--- config.mk ---
export PLATFORM = sky130hd
export DESIGN_NAME = cla_slice_scheduler
export DESIGN_NICKNAME = d
export VERILOG_FILES = /design/src/rtl/cla_slice_scheduler.sv
export SDC_FILE = /design/constraint.sdc
export NUM_CORES = 1
export LEC_CHECK = 0
export BUFFER_PORTS_ARGS = -buffer_cell sky130_fd_sc_hd__buf_2
export CORE_MARGIN = 5
export CORE_UTILIZATION = 55
export DETAILED_ROUTE_END_ITERATION = 8
export PLACE_DENSITY = 0.85
export SLEW_MARGIN = 20
export SYNTH_ARGS = -nofsm -noshare
export SYNTH_HDL_FRONTEND = slang
export SYNTH_HIERARCHICAL = 1
export SYNTH_SLANG_ARGS = --single-unit
--- constraint.sdc ---
create_clock -name clk -period 6.5 [get_ports clk]
set_clock_uncertainty 0.2 [all_clocks]
set_input_delay 0.65 -clock clk [delete_from_list [all_inputs] [get_ports clk]]
set_output_delay 0.65 -clock clk [all_outputs]
set_load 0.02 [all_outputs]
--- src/rtl/cla_slice_scheduler.sv ---
// Two-requester adder that time-shares a single 4-bit carry-lookahead slice,
// producing one WIDTH-bit sum over NSLICE consecutive ADD cycles.

module cla_slice4 (
  input  logic [3:0] i_a,
  input  logic [3:0] i_b,
  input  logic       i_cin,
  output logic [3:0] o_sum,
  output logic       o_cout
);

  logic [3:0] w_p;
  logic [3:0] w_g;
  logic [4:0] w_c;

  assign w_p = i_a ^ i_b;
  assign w_g = i_a & i_b;

  // Every carry is a flat sum of generate/propagate terms, so no carry ripples inside the slice
  assign w_c[0] = i_cin;
  assign w_c[1] = w_g[0] | (w_p[0] & i_cin);
  assign w_c[2] = w_g[1] | (w_p[1] & w_g[0]) | (w_p[1] & w_p[0] & i_cin);
  assign w_c[3] = w_g[2] | (w_p[2] & w_g[1]) | (w_p[2] & w_p[1] & w_g[0])
                | (w_p[2] & w_p[1] & w_p[0] & i_cin);
  assign w_c[4] = w_g[3] | (w_p[3] & w_g[2]) | (w_p[3] & w_p[2] & w_g[1])
                | (w_p[3] & w_p[2] & w_p[1] & w_g[0])
                | (w_p[3] & w_p[2] & w_p[1] & w_p[0] & i_cin);

  assign o_sum  = w_p ^ w_c[3:0];
  assign o_cout = w_c[4];

endmodule

module cla_slice_scheduler #(
  parameter int WIDTH = 16
) (
  input  logic             clk,
  input  logic             rst,
  input  logic             req0_valid,
  input  logic [WIDTH-1:0] req0_a,
  input  logic [WIDTH-1:0] req0_b,
  input  logic             req0_cin,
  output logic             req0_ready,
  input  logic             req1_valid,
  input  logic [WIDTH-1:0] req1_a,
  input  logic [WIDTH-1:0] req1_b,
  input  logic             req1_cin,
  output logic             req1_ready,
  output logic             rsp_valid,
  output logic             rsp_id,
  output logic [WIDTH-1:0] rsp_sum,
  output logic             rsp_cout,
  input  logic             rsp_ready,
  output logic             busy
);

  localparam int NSLICE = WIDTH / 4;
  localparam int KW     = (NSLICE > 1) ? $clog2(NSLICE) : 1;

  typedef enum logic [1:0] {IDLE, ADD, DONE} state_t;

  state_t           r_state;
  state_t           w_nextState;
  logic [WIDTH-1:0] r_a;
  logic [WIDTH-1:0] r_b;
  logic             r_carry;
  logic [KW-1:0]    r_k;
  logic             r_ptr;
  logic [WIDTH-1:0] r_sum;
  logic             r_cout;
  logic             r_id;

  logic             w_grant0;
  logic             w_grant1;
  logic             w_accept;
  logic             w_lastSlice;
  logic [KW+1:0]    w_bitIdx;
  logic [3:0]       w_sliceA;
  logic [3:0]       w_sliceB;
  logic [3:0]       w_sliceSum;
  logic             w_sliceCout;

  // r_ptr remembers the last requester granted; on contention the other one wins
  assign w_grant0 = req0_valid & (~req1_valid | r_ptr);
  assign w_grant1 = req1_valid & (~req0_valid | ~r_ptr);
  assign w_accept = (r_state == IDLE) & (w_grant0 | w_grant1);

  assign w_lastSlice = (r_k == KW'(NSLICE - 1));
  assign w_bitIdx    = {r_k, 2'b00};
  assign w_sliceA    = r_a[w_bitIdx +: 4];
  assign w_sliceB    = r_b[w_bitIdx +: 4];

  cla_slice4 u_slice (
    .i_a    (w_sliceA),
    .i_b    (w_sliceB),
    .i_cin  (r_carry),
    .o_sum  (w_sliceSum),
    .o_cout (w_sliceCout)
  );

  always_ff @(posedge clk) begin
    if (rst) begin
      r_state <= IDLE;
    end else begin
      r_state <= w_nextState;
    end
  end

  always_comb begin
    w_nextState = r_state;
    req0_ready  = 1'b0;
    req1_ready  = 1'b0;
    case (r_state)
      IDLE: begin
        req0_ready = w_grant0;
        req1_ready = w_grant1;
        if (w_grant0 | w_grant1) begin
          w_nextState = ADD;
        end
      end
      ADD: begin
        if (w_lastSlice) begin
          w_nextState = DONE;
        end
      end
      DONE: begin
        if (rsp_ready) begin
          w_nextState = IDLE;
        end
      end
      default: w_nextState = IDLE;
    endcase
  end

  // Operands are captured only at acceptance, so requester inputs are ignored afterwards
  always_ff @(posedge clk) begin
    if (rst) begin
      r_a     <= '0;
      r_b     <= '0;
      r_carry <= 1'b0;
      r_k     <= '0;
      r_ptr   <= 1'b1;
      r_sum   <= '0;
      r_cout  <= 1'b0;
      r_id    <= 1'b0;
    end else begin
      case (r_state)
        IDLE: begin
          if (w_accept) begin
            r_a     <= w_grant1 ? req1_a : req0_a;
            r_b     <= w_grant1 ? req1_b : req0_b;
            r_carry <= w_grant1 ? req1_cin : req0_cin;
            r_id    <= w_grant1;
            r_ptr   <= w_grant1;
            r_k     <= '0;
          end
        end
        ADD: begin
          r_sum[w_bitIdx +: 4] <= w_sliceSum;
          r_carry              <= w_sliceCout;
          if (w_lastSlice) begin
            r_cout <= w_sliceCout;
            r_k    <= '0;
          end else begin
            r_k <= r_k + KW'(1);
          end
        end
        default: begin
        end
      endcase
    end
  end

  assign rsp_valid = (r_state == DONE);
  assign rsp_id    = r_id;
  assign rsp_sum   = r_sum;
  assign rsp_cout  = r_cout;
  assign busy      = (r_state != IDLE);

endmodule

# Yosys cells after proc, flatten, opt, wreduce, memory -nomap -nowiden
# Index checks and enable logic that the tools add are counted.
[op_classes]
add_sub_neg = 2
eq_ne = 7
n_shift = 4
muxes = 15
bitwise_logic = 38
n_reduce_logical = 7
[ops]
columns = ["operator", "n"]
rows = [
  ["two-way mux 16 bit", 2],
  ["indexed part select 16 x 5 -> 4 bit", 2],
  ["bitwise AND 1 bit", 19],
  ["bitwise mux 16 bit", 1],
  ["variable shift 4 x 6 -> 16 bit, first input constant", 1],
  ["indexed part select 4 x 6 -> 16 bit", 1],
  ["OR 1 bit", 13],
  ["two-way mux 2 bit", 5],
  ["XOR 4 bit", 2],
  ["negation 4 -> 6 bit", 1],
  ["case mux 2 bit (3 select lines)", 1],
  ["AND reduction 2 bit", 3],
  ["bitwise AND 4 bit", 1],
  ["equality test 2 bit, second input constant", 2],
  ["two-way mux 1 bit", 4],
  ["!= test 2 x 1 -> 1 bit, second input constant", 2],
  ["!= test 2 bit, second input constant", 2],
  ["case mux 2 bit (2 select lines)", 1],
  ["nonzero test 2 bit", 2],
  ["inverter 1 bit", 3],
  ["AND reduction 3 bit", 1],
  ["adder 2 x 1 -> 2 bit, second input constant", 1],
  ["equality test 2 x 1 -> 1 bit, second input constant", 1],
  ["zero test 2 bit", 1],
  ["case mux 1 bit (2 select lines)", 1],
]
[totals]
reg_bits = 56
in_bits = 71
out_inout_bits = 22
elab_cells = 82

# Logic depth before layout (Yosys ltp)
[logic_depth]
ltp_word = 9
depth_mapped = 8
ltp_nobuf = 7

# Cells and area by module
# The synthesis kept the hierarchy.
[by_module_without_submodules]
columns = ["module", "instances", "cells_each", "area_each_um2", "seq_area_each_um2"]
rows = [
  ["cla_slice_scheduler", 1, 282, 2931.6, 1121.1],
  ["cla_slice4", 1, 17, 147.6, 0.0],
]

# Worst setup path before layout
# OpenSTA, ideal clock, no wires.
[synth_path]
path_type = "reg2reg"
startpoint = "reg r_k[0]"
endpoint = "reg r_carry"
t_arrival_ps = 2462
t_required_ps = 6170
setup_slack_ps = 3708
path_stages_with_launch = 9
cell_sequence = "dfxtp_1 buf_2 mux4_2 ha_1 a21o_1 a31o_1 a21o_1 a221oi_1 o22ai_1"
[synth_between]
elab_cells_between_ends = 16
classes_between = "shift: 2; mux: 1; bitwise: 13"
[synth_rtl]
columns = ["element", "line_no", "rtl"]
rows = [
  ["from (decl)", "67", "logic [KW-1:0] r_k;"],
  ["from (signal assigned)", "165", "r_k <= r_k + KW'(1);"],
  ["indexed part select 16 x 5 -> 4 bit (*)", "90", "assign w_sliceA = r_a[w_bitIdx +: 4];"],
  ["net w_sliceA[0]", "78", "logic [3:0] w_sliceA;"],
  ["bitwise AND 4 bit / XOR 4 bit (equally long branches)", "17, 16", ""],
  ["bitwise AND 1 bit (on tied branches)", "26, 27", ""],
  ["OR 1 bit / bitwise AND 1 bit (equally long branches)", "26, 27", ""],
  ["OR 1 bit (*)", "27", "| (w_p[3] & w_p[2] & w_p[1] & w_p[0] & i_cin);"],
  ["net w_sliceCout", "81", "logic w_sliceCout;"],
  ["case mux 1 bit (2 select lines) (*)", "147", "case (r_state)"],
  ["to (signal assigned)", "152", "r_carry <= w_grant1 ? req1_cin : req0_cin;"],
  ["to (signal assigned)", "160", "r_carry <= w_sliceCout;"],
  ["to (decl)", "66", "logic r_carry;"],
]
# Mark *: on every way through the listed nets, which the timed path passes. The rest lies on a longest branch.
# A chain may end at the register's enable or synchronous reset.

# Worst setup path in the final report
# Ends and elaborated chain as after synthesis.

==> flow_metrics.py <==
metrics = {
    "floorplanning": {
        "vertical_die_dimension_um": 84.8,
        "ios": 93,
        "start_util_pct": 56.3,
        "rows": 27,
        "dieArea_mm2": 0.00720,
        "core_mm2": 0.00547,
        "fp.dieW_um": 84.8,
    },
    "route": {
        "post-route-drc-count": 0,
        "post_drt_via_cell_ratio": 5.65,
        "detail_route.wirelength_um": 6860,
        "ant_nets": 0,
        "drt_first_pass_iters": 4,
        "route.detailed.wl_per_inst_um": 15.3,
        "initialDrtViolationCount": 65,
        "via_count": 2535,
    },
    "clocking": {
        "cts_setup_buffers": 0,
        "tritoncts_num_sinks": 56,
        "clkLatencyLatePin_ns": 0.31,
        "post_cts.resized_instances": 0,
        "cts-htree-levels": 2,
        "cts_tree": "done",
        "ctsLongestPathBuffers": 2,
        "cts.root.buffer_cell": "clkbuf_8",
        "cts-buffers-inserted": 5,
        "cts.clk_slew.worst_paths_ns": 0.10,
        "cts.hold.buffers_added": 0,
    },
    "critical_path": {
        "critPathKind": "reg -> reg",
        "critPathBufInv": 0,
        "critical-path-max-stage-delay_ns": 0.84,
        "crit_cells": 7,
        "crit_path_top_delay_cell": "dfxtp_1",
        "critPathCaptureType": "register",
        "critical_path.reg2reg.endpoint": "r_carry",
        "worst_setup_path_start_kind": "register",
        "crit_path_cell_trace": "mux4_2 -> ha_1 -> a21o_1 -> a31o_1 -> a21o_1 -> a221oi_1 -> o22ai_1",
        "path_delay_family": "compound AO/OA/AOI/OAI gates",
        "timing.reg2reg.setup_slack_ns": 3.38,
        "cp_common_cell": "a21o_1",
        "critPathRequiredTime_ns": 6.46,
        "critical_path_peak_fanout": 17,
        "worst-endpoint-arrival_ns": 3.08,
        "reg2regPathDepth": 7,
        "critical_path.reg2reg.startpoint": "r_k[0]",
        "crit_path_start": "r_k[0]",
    },
    "timing": {
        "share_of_the_cycle_needed_by_the_critical_path_after_routing_pct": 47.9,
        "report.final.slew_viol_count": 0,
        "worst_pin_slew_ns": 0.866,
        "slew_headroom_pct": 42.3,
        "max_freq_mhz": 321,
        "grt_setup_unrepaired": "false",
        "fin_crit_ns": 3.12,
        "setup_total_negative_slack_ns": 0,
        "timing.final.setup_violations": 0,
        "hold_viol": 0,
    },
    "worst_hold_path": {
        "hold_class": "reg -> reg",
        "holdCritStartpoint": "rsp_sum[12]",
        "timing.hold.worst_endpoint": "rsp_sum[12]",
        "whs_path_depth": 2,
    },
    "synth": {
        "synth_sequential_area_ratio_pct": 36.4,
        "ys.flop_type": "dfxtp_1",
        "synth.cells.most_frequent": "56 x dfxtp_1, 48 x a21oi_1, 34 x mux2i_1",
        "asyncSetResetFlopFracSynth_pct": 0,
        "synthesized_instance_count": 299,
        "synth.most_common_cell": "dfxtp_1",
        "synth_area_per_inst_um2": 10.3,
        "ys_warn_count": 6,
        "post_synth_num_cell_types": 41,
        "synth_top_cell_by_area": "dfxtp_1",
        "synth-edff-count": 0,
        "syn-num-nets": 381,
        "netlist_area_mm2": 0.00308,
        "yosys.area.top_type_share_pct": 36.4,
        "postSynthRegisterBits": 56,
        "synth_top_cells_by_area": "dfxtp_1 36%, a211oi_2 12%, mux2i_1 11%",
    },
    "power": {
        "seq_power_share_pct": 50.1,
        "power.density_cell_area_mw_per_mm2": 213,
        "vdd_drop_max_mv": 0.108,
        "cellInternalPower_mw": 0.538,
        "switching_power_mw": 0.232,
        "sw_frac_of_total_pct": 30.1,
        "p_leak_nw": 1.51,
        "comb_power_share_pct": 24.3,
        "power_frac_clock_pct": 25.6,
    },
    "place": {
        "port_buffer_count": 92,
        "place.gp.congestion": 0.794,
        "number_of_instances_in_the_placed_design": 441,
        "dp_hpwl_um": 4970,
    },
    "finish": {
        "layout.nets": 458,
        "drive_above_1_share_pct": 38.5,
        "num_antenna_cells": 0,
        "layout.cells.non_filler": 449,
        "area_growth_pct": 17.3,
    },
    "global_routing": {
        "grt_max_degree": 58,
        "grt_first_pass_wirelength_um": 11700,
        "first_global_vias": 2599,
        "overflow": 0,
        "grt_usage_pct": 19.3,
        "number_of_antenna_violations_at_the_first_check_in_global_routing": 0,
    },
    "status": {
        "run_status": "complete, no violations",
    },
    "job": {
        "maxCapViolations": 0,
    },
}
==> registers in the layout, indices dropped and copies added (netlist names) <==
register and count:
r_a 16, r_b 16, r_carry 1, r_k 2
r_ptr 1, r_state 2, rsp_cout 1, rsp_id 1
rsp_sum 16
==> layer usage <==
metal / part of all wire [%] / wire (µm) / global-route usage [%]
met1: 41 / 2810 / 23.7
met2: 52 / 3600 / 35.2
met4: 0.45 / 31 / 4.46
met3: 6.2 / 424 / 3.59
met5: 0 / 0 / 0
==> cell type report <==
type,count,area [µm²]
fillers,451,1860
well taps,72,90.1
inverters,7,26.3
clock inverters,1,7.51
multi-input cells,210,1790
repair buffers,96,490
clock buffers,7,86.3
flip-flops and latches,56,1120
==> layout by cell type (no fill, tap or decap), types with 3 or more instances in the layout <==
master    instances
a32oi_1           4
a211oi_2         30
dfxtp_1          56
nand3b_1          6
clkbuf_8          6
and3b_1           4
a21o_1            3
a21oi_1          48
mux2i_1          34
buf_4             4
nor2b_1           3
buf_2            92
ha_1             10
nand2_1          13
mux4_2            8
inv_1             7
nand3_1          12
nor2_1            7
==> stage by stage <==
step / worst slack (ns) / hold slack (ns) / util (%) / area [µm²] / power [mW]
after detailed placement: 3.38 / 0.244 / 64.3 / 3520 / 0.580
after CTS: 3.35 / 0.256 / 66.0 / 3610 / 0.775
after global placement: 3.47 / 0.238 / 64.3 / 3520 / 0.574
after global routing: 3.15 / 0.286 / 66.0 / 3610 / 0.809
final: 3.38 / 0.253 / 66.0 / 3610 / 0.770
after floorplan: 3.71 / 0.281 / - / 3080 / 0.529
==> cells by family (layout without fill, tap and decap cells) <==
| family | count (synthesis) | count (layout) | share of synthesized area, % |
|---|---|---|---|
| multiplexers | 42 | 42 | 16.9 |
| AO/OA/AOI/OAI | 96 | 96 | 24.7 |
| buffers and inverters | 33 | 111 | 5.93 |
| XOR/XNOR | 3 | 3 | 0.853 |
| AND/OR/NAND/NOR | 58 | 58 | 10.5 |
| flip-flops | 56 | 56 | 36.4 |
| adder cells (fa/ha/maj) | 11 | 11 | 4.71 |
==> how the worst max path moves through the flow <==
stage                       to
detailed placement     r_carry
global route        rsp_sum[7]
CTS                 rsp_sum[7]
finish                 r_carry
global placement       r_carry
floorplan              r_carry
==> tightest hold or removal path, stage by stage (launching register included) <==
cell,delay (ns)
dfxtp_1,0.32
nand2_1,0.05
a21oi_1,0.05
==> power groups by stage <==
stage,registers (mW),clock network [mW],logic (mW)
finish,0.386,0.197,0.187
global route,0.389,0.213,0.207
CTS,0.386,0.201,0.188
detailed placement,0.394,0,0.186
global placement,0.393,0,0.180
floorplan,0.387,0,0.142
(Power assumes the default switching activity.)
